## src/rtl/systolic_mm_controller.sv

```systemverilog
// systolic_mm_controller: buffers A/B and feeds skewed rows/columns into an NxN systolic MAC array.
// Optional SYSTOLIC_ABORT_EN adds an abort input that cancels a job in CLEAR or FEED.
module systolic_mm_controller #(
  parameter int WIDTH = 4,
  parameter int N     = 3
) (
  input  logic               CLK,
  input  logic               RST,
  input  logic               start,
  input  logic               load_a_we,
  input  logic               load_b_we,
  input  logic [3:0]         load_addr,
  input  logic [WIDTH-1:0]   load_data,
`ifdef SYSTOLIC_ABORT_EN
  input  logic               abort,
`endif
  output logic [N*WIDTH-1:0] a_row_out,
  output logic [N*WIDTH-1:0] b_col_out,
  output logic               pe_clear,
  output logic               busy,
  output logic               done,
  output logic               result_valid
);
  localparam int CW = ($clog2(3*N-2) < 3) ? 3 : $clog2(3*N-2);
  localparam int AW = $clog2(N*N);
  localparam logic [CW-1:0] LAST = CW'(3*N-3);
  typedef enum logic [1:0] {IDLE, CLEAR, FEED, DONE} state_t;
  state_t r_state, w_next;
  logic [CW-1:0] r_cnt, w_cnt;
  logic r_valid, w_valid, w_abort, w_wr;
  logic [WIDTH-1:0] r_a [N*N];
  logic [WIDTH-1:0] r_b [N*N];
`ifdef SYSTOLIC_ABORT_EN
  assign w_abort = abort;
`else
  assign w_abort = 1'b0;
`endif
  assign pe_clear     = r_state == CLEAR;
  assign busy         = r_state != IDLE;
  assign done         = r_state == DONE;
  assign result_valid = r_valid;
  always_ff @(posedge CLK or posedge RST)
    if (RST) begin
      r_state <= IDLE;
      r_cnt   <= '0;
      r_valid <= 1'b0;
    end else begin
      r_state <= w_next;
      r_cnt   <= w_cnt;
      r_valid <= w_valid;
    end
  always_comb begin
    w_next  = r_state;
    w_cnt   = r_cnt;
    w_valid = r_valid;
    case (r_state)
      IDLE: if (start) begin
        w_next  = CLEAR;
        w_valid = 1'b0;
      end
      CLEAR: begin
        w_next = w_abort ? IDLE : FEED;
        w_cnt  = '0;
      end
      FEED: begin
        w_next  = w_abort ? IDLE : (r_cnt == LAST ? DONE : FEED);
        w_cnt   = (w_abort || r_cnt == LAST) ? '0 : r_cnt + 1'b1;
        w_valid = !w_abort && r_cnt == LAST;
      end
      default: w_next = IDLE;
    endcase
  end
  // Buffers only change in IDLE so a running job always sees a stable snapshot
  assign w_wr = r_state == IDLE && int'(load_addr) < N*N;
  always_ff @(posedge CLK or posedge RST)
    if (RST) begin
      for (int k = 0; k < N*N; k++) begin
        r_a[k] <= '0;
        r_b[k] <= '0;
      end
    end else if (w_wr) begin
      if (load_a_we) r_a[AW'(load_addr)] <= load_data;
      if (load_b_we) r_b[AW'(load_addr)] <= load_data;
    end
  // Lane i is delayed by i cycles; outside its N-cycle window it must drive 0
  for (genvar i = 0; i < N; i++) begin : g_feed
    logic [CW-1:0] w_k;
    logic w_on;
    assign w_k = r_cnt - CW'(i);
    assign w_on = r_state == FEED && r_cnt >= CW'(i) && w_k < CW'(N);
    assign a_row_out[i*WIDTH +: WIDTH] = w_on ? r_a[AW'(i*N) + AW'(w_k)] : '0;
    assign b_col_out[i*WIDTH +: WIDTH] = w_on ? r_b[AW'(w_k)*AW'(N) + AW'(i)] : '0;
  end
endmodule

```

## config.mk

```make
export PLATFORM = sky130hd
export DESIGN_NAME = systolic_mm_controller
export DESIGN_NICKNAME = d
export VERILOG_FILES = /design/src/rtl/systolic_mm_controller.sv
export SDC_FILE = /design/constraint.sdc
export NUM_CORES = 1
export LEC_CHECK = 0
export CAP_MARGIN = 25
export CORE_ASPECT_RATIO = 0.9
export CORE_UTILIZATION = 59
export CTS_BUF_LIST = sky130_fd_sc_hd__clkbuf_16
export DETAILED_ROUTE_END_ITERATION = 16
export PLACE_DENSITY = 0.78
export SLEW_MARGIN = 5
export SYNTH_ARGS = -nofsm -noshare
export SYNTH_HDL_FRONTEND = slang
export SYNTH_SLANG_ARGS = --single-unit
```

## constraint.sdc

```tcl
create_clock -name CLK -period 5 [get_ports CLK]
set_input_delay 1 -clock CLK [delete_from_list [all_inputs] [get_ports CLK]]
set_output_delay 1 -clock CLK [all_outputs]
set_load 0.05 [all_outputs]
```

## Word level (Yosys, flattened, before mapping)

Cells that the tools add are included.

| cells by class | value |
|---|---|
| add/sub/neg operators | 7 |
| multipliers | 3 |
| $lt $le $gt $ge | 15 |
| equality and inequality tests | 5 |
| mux-type cells | 35 |
| bitwise logic cells | 7 |
| reductions and logical operators | 15 |

Operators by type and width:

| operator | count |
|---|---|
| 4-bit binary-select mux with 4-bit select | 6 |
| 4-bit two-way mux | 19 |
| 36-bit bitwise mux | 2 |
| 5-bit greater-or-equal comparator (second input constant) | 7 |
| 4-bit NOT with 5-bit output | 6 |
| 4-bit demux with 4-bit select | 1 |
| 3-bit by 2-bit multiplier with 4-bit output (second input constant) | 3 |
| 3-bit by 2-bit less-than comparator with 1-bit output (second input constant) | 3 |
| 1-bit logical AND | 8 |
| 3-bit by 1-bit greater-or-equal comparator with 1-bit output (second input constant) | 2 |
| 2-bit case mux with 3 select lines | 1 |
| 3-bit case mux with 2 select lines | 1 |
| 2-bit AND reduction | 3 |
| 2-bit nonzero test | 3 |
| 5-bit by 1-bit less-than comparator with 1-bit output (second input constant) | 1 |
| 3-bit NOT with 5-bit output | 1 |
| 2-bit by 3-bit adder with 4-bit output (first input constant) | 1 |
| 3-bit by 3-bit adder with 4-bit output (first input constant) | 1 |
| 4-bit by 1-bit adder with 4-bit output (second input constant) | 1 |
| 4-bit by 2-bit adder with 4-bit output (second input constant) | 1 |
| 2-bit == test (second input constant) | 2 |
| 4-bit less-than comparator (second input constant) | 1 |
| 3-bit by 1-bit adder with 3-bit output (second input constant) | 1 |
| 3-bit == test (second input constant) | 1 |
| 10 further kinds | 11 |

| storage, ports and cells | value |
|---|---|
| flip-flop bits (word level) | 78 |
| output and inout port bits | 28 |
| logic and storage cells | 108 |

## Longest topological paths before layout

| depth | value |
|---|---|
| depth after elaboration | 8 |
| gate-level depth with buffers | 14 |
| mapped depth without buffers | 8 |

## Least setup slack after synthesis

OpenSTA, ideal clock, no wires.

| timing | value |
|---|---|
| path kind | flip-flop to output port |
| from | reg r_cnt[1] |
| to | out b_col_out[4] |
| arrival time | 3,949 ps |
| setup slack | 51 ps |
| stages on the path, launching flop included | 14 |
| path through | dfrtp_1 -> clkbuf_1 -> buf_2 -> inv_1 -> ha_1 -> buf_6 -> buf_4 -> inv_1 -> ha_1 -> or3_1 -> clkbuf_1 -> a21boi_1 -> a22oi_1 -> nor3_1 |

| on the way | value |
|---|---|
| cells in the longest elaborated chain, start to end | 8 |
| elaborated cells between the ends (all ways) | 12 |
| classes of those cells | add/sub: 2; mul: 1; order compare: 2; mux: 4; bitwise: 1; reduce/logical: 2 |

Ends and longest elaborated chain:

| element | line | source |
|---|---|---|
| start: declaration | 29 | `logic [CW-1:0] r_cnt, w_cnt;` |
| start signal: assignment | 49 | `r_cnt <= w_cnt;` |
| 3-bit by 1-bit subtractor with 3-bit output | 89 | `assign w_k = r_cnt - CW'(i);` |
| 3-bit by 2-bit multiplier with 4-bit output | 92 | `assign b_col_out[i*WIDTH +: WIDTH] = w_on ? r_b[AW'(w_k)*AW'(N) + AW'(i)] : '0;` |
| 4-bit by 1-bit adder with 4-bit output | 92 |  |
| 4-bit NOT with 5-bit output (implied by the code) | 92 |  |
| 4-bit binary-select mux with 4-bit select | 92 |  |
| 4-bit two-way mux (implied by the code) (2 in series) | 92 |  |
| 4-bit two-way mux * | 92 |  |
| end: declaration | 18 | `output logic [N*WIDTH-1:0] b_col_out,` |

Every way passes the cells marked *; elsewhere a longest branch is shown, timed or not. The select of a mux whose other input is x is not followed.

## Final worst setup path

| timing | value |
|---|---|
| from | reg r_cnt[2] |
| to | out a_row_out[9] |

| on the way | value |
|---|---|
| cells in the longest elaborated chain, start to end | 7 |
| elaborated cells between the ends (all ways) | 11 |
| classes of those cells | add/sub: 2; order compare: 2; mux: 4; bitwise: 1; reduce/logical: 2 |

Ends and longest elaborated chain:

| element | line | source |
|---|---|---|
| 3-bit by 2-bit subtractor with 3-bit output | 89 |  |
| 3-bit by 3-bit adder with 4-bit output | 91 | `assign a_row_out[i*WIDTH +: WIDTH] = w_on ? r_a[AW'(i*N) + AW'(w_k)] : '0;` |
| 4-bit NOT with 5-bit output (implied by the code) | 91 |  |
| 4-bit binary-select mux with 4-bit select | 91 |  |
| 4-bit two-way mux (implied by the code) (2 in series) | 91 |  |
| 4-bit two-way mux * | 91 |  |
| end: declaration | 17 | `output logic [N*WIDTH-1:0] a_row_out,` |

Marks and branches as above.

==> results_dict.tcl <==
set metrics [dict create \
    status "completed" \
    drt_iter0_drc 314 \
    route.final.wire_length_um 12500 \
    synthCells 401 \
    area_growth_pct 16.5 \
    cts_tree "done" \
    final_cell_mix "77 x dfrtp_1, 73 x mux2_2, 24 x clkdlybuf4s50_1" \
    root_buffer "clkbuf_16" \
    synthFlopType "dfrtp_1" \
    grt_pass1_vias 3604 \
    n_fill_cell 537 \
    whs_ns 0.511 \
    drive_gt1_share_pct 30.8 \
    path_clk_slew_ns 0.07 \
    dp_hpwl_um 8840 \
    synth_nets 434 \
    antenna_found_initial 0 \
    crit_path_end_kind "primary output" \
    grt-ovfl-total 0 \
    ys_ff_latch 78 \
    post_cts_resized 0 \
    critPathMaxFanout 14 \
    syn_area_um2 5090 \
    rsz0062_at_grt "no" \
    ir_drop_mv 0.274 \
    crit_type "reg2out" \
    worstHoldPathType "reg2reg" \
    async_flop_share_pct 100 \
    startpoint_type "register" \
    grt_max_degree 47 \
    hold_violations 0 \
    period_share_pct 88.8 \
    powerDensity_nw_per_um2 607 \
    crit_arrival_ns 3.44 \
    final_common_cell "dfrtp_1" \
    ys_warn_count 0 \
    drv_slew 0 \
    dieArea_um2 9000 \
    cts_buffer_depth 2 \
    clock-sinks 78 \
    synth.yosys.seq_area_share_pct 38.4 \
    routed_via_density 6.65 \
    fin_crit_ns 4.44 \
    wl_met2_um 5940 \
    num-nets-final 469 \
    core_um2 8180 \
    rows 31 \
    htreeDepth 3 \
    die_h_um 90.1 \
    hold_path_startpoint "r_a[15]" \
    num_io_pins 41 \
    antenna_cells 0 \
    track_usage_pct 29.9 \
    wl_per_cell_um 22.4 \
    setup_viol 0 \
    required_ns 4.00 \
    ys_types 51 \
    wl_met1_um 5420 \
    drt_first_pass_iters 6 \
    tightest_slew_ns 0.787 \
    synth_edf_count 0 \
    worst_clock_skew_ns 0.00600 \
    cts_buffers 9 \
    io_buffers 40 \
    routed.top_layer "met4" \
    r2r-start "r_state[0]" \
    post_cts_buffers 0 \
    relSlewSlack_pct 47.4 \
    start_util_pct 62.1 \
    fmax_mhz 225 \
    hold_buffers 0 \
    cap_violations 0 \
    wl_met3_um 817 \
    avgSynthCellArea_um2 12.7 \
    die_w_um 99.9 \
    grt_pass1_wl_um 20000 \
    gp_congestion 0.920 \
    setup_tns_ns 0 \
    ant_nets 0 \
    clkLatencyLatePin_ns 0.34 \
    vias 3699 \
    drc 0 \
    crit_start "r_cnt[2]" \
    leakage_nw 2.56 \
]
## area by class of cell
class	count	area (um2)	area share [%]
inverter	12	45.0	0.760
timing repair buffer	44	566	9.55
sequential	78	1950	33.0
clock buffer	9	225	3.80
clock inverter	7	50.0	0.845
tap	115	144	2.43
multi-input combinational	291	2940	49.6
## cell usage after synthesis, types with 3 or more instances
master | number | area, um2
nand4_1 | 3 | 18.8
and3_1 | 7 | 43.8
mux2i_1 | 8 | 80.1
clkbuf_1 | 8 | 30.0
o2bb2ai_1 | 4 | 35.0
mux4_2 | 21 | 473
o21ai_0 | 15 | 75.1
a211oi_1 | 8 | 60.1
ha_1 | 19 | 238
buf_4 | 4 | 30.0
nor2b_1 | 4 | 25.0
nor2_1 | 14 | 52.6
xor2_1 | 3 | 26.3
a21oi_1 | 9 | 45.0
a22oi_1 | 4 | 30.0
o22ai_1 | 3 | 18.8
and2_1 | 6 | 37.5
nand2b_1 | 4 | 25.0
mux4_1 | 13 | 342
nor3_1 | 10 | 50.1
inv_1 | 12 | 45.0
nand2_1 | 21 | 78.8
a21o_1 | 4 | 30.0
nand3_1 | 8 | 40.0
mux2_2 | 73 | 822
dfrtp_1 | 78 | 1950
buf_6 | 3 | 33.8
o32ai_1 | 4 | 35.0
## through the flow
step	power (mW)	setup slack [ns]	instances	utilization [%]	cell area, um2
detailed placement	2.96	0.943	540	69.0	5650
floorplan	2.48	0.0511	401	-	5090
global placement	2.88	1.07	540	69.0	5650
finish	3.60	0.561	556	72.4	5920
CTS	3.57	0.585	556	72.4	5920
global route	3.78	0.241	556	72.4	5920
## critical path, stage by stage (launching register included)
cell	delay, ns
dfrtp_1	0.65
inv_1	0.23
ha_1	0.55
nand2_1	0.13
a221oi_2	0.39
o21ai_0	0.14
o21ai_0	0.18
clkdlybuf4s50_1	0.83
## where the power goes
| part | internal (mW) | switching [mW] | total, mW |
|---|---|---|---|
| Clock | 0.338 | 0.266 | 0.604 |
| Sequential | 0.884 | 0.225 | 1.11 |
| Combinational | 0.902 | 0.981 | 1.88 |
| Total | 2.12 | 1.47 | 3.60 |
## worst paths after layout
| path | end | slack (ns) | cells after the start |
|---|---|---|---|
| max | a_row_out[9] | 0.56 | 7 |
| min | r_a[15] | 0.51 | 1 |
| max reg2reg | r_a[23] | 2.73 | 5 |
| min reg2reg | r_a[15] | 0.51 | 1 |
| max in group asynchronous | r_cnt[0] | 2.83 | 3 |
| min in group asynchronous | r_a[24] | 1.08 | 2 |
## kinds of logic (layout without fill, tap and decap cells)
| kind of cell | after synthesis | after routing | synth area share, % |
|---|---|---|---|
| multiplexers | 115 | 115 | 33.8 |
| AND/OR/NAND/NOR | 87 | 87 | 9.08 |
| flip-flops | 78 | 78 | 38.4 |
| AO/OA/AOI/OAI | 63 | 63 | 8.46 |
| buffers and inverters | 32 | 72 | 3.81 |
| adder cells (fa/ha/maj) | 20 | 20 | 5.07 |
| XOR/XNOR | 6 | 6 | 1.45 |
## sequential cells by signal, indices dropped and copies added (netlist names)
register	cells
r_b	36
r_cnt	3
r_a	36
result_valid	1
r_state	2
## metal layers
metal	up-vias	GRT usage [%]
li1	1612	-
met1	1903	41.8
met5	-	0
met4	0	11.5
met3	24	6.53
met2	160	45.8
No activity file was read; power rests on OpenSTA's default activity.
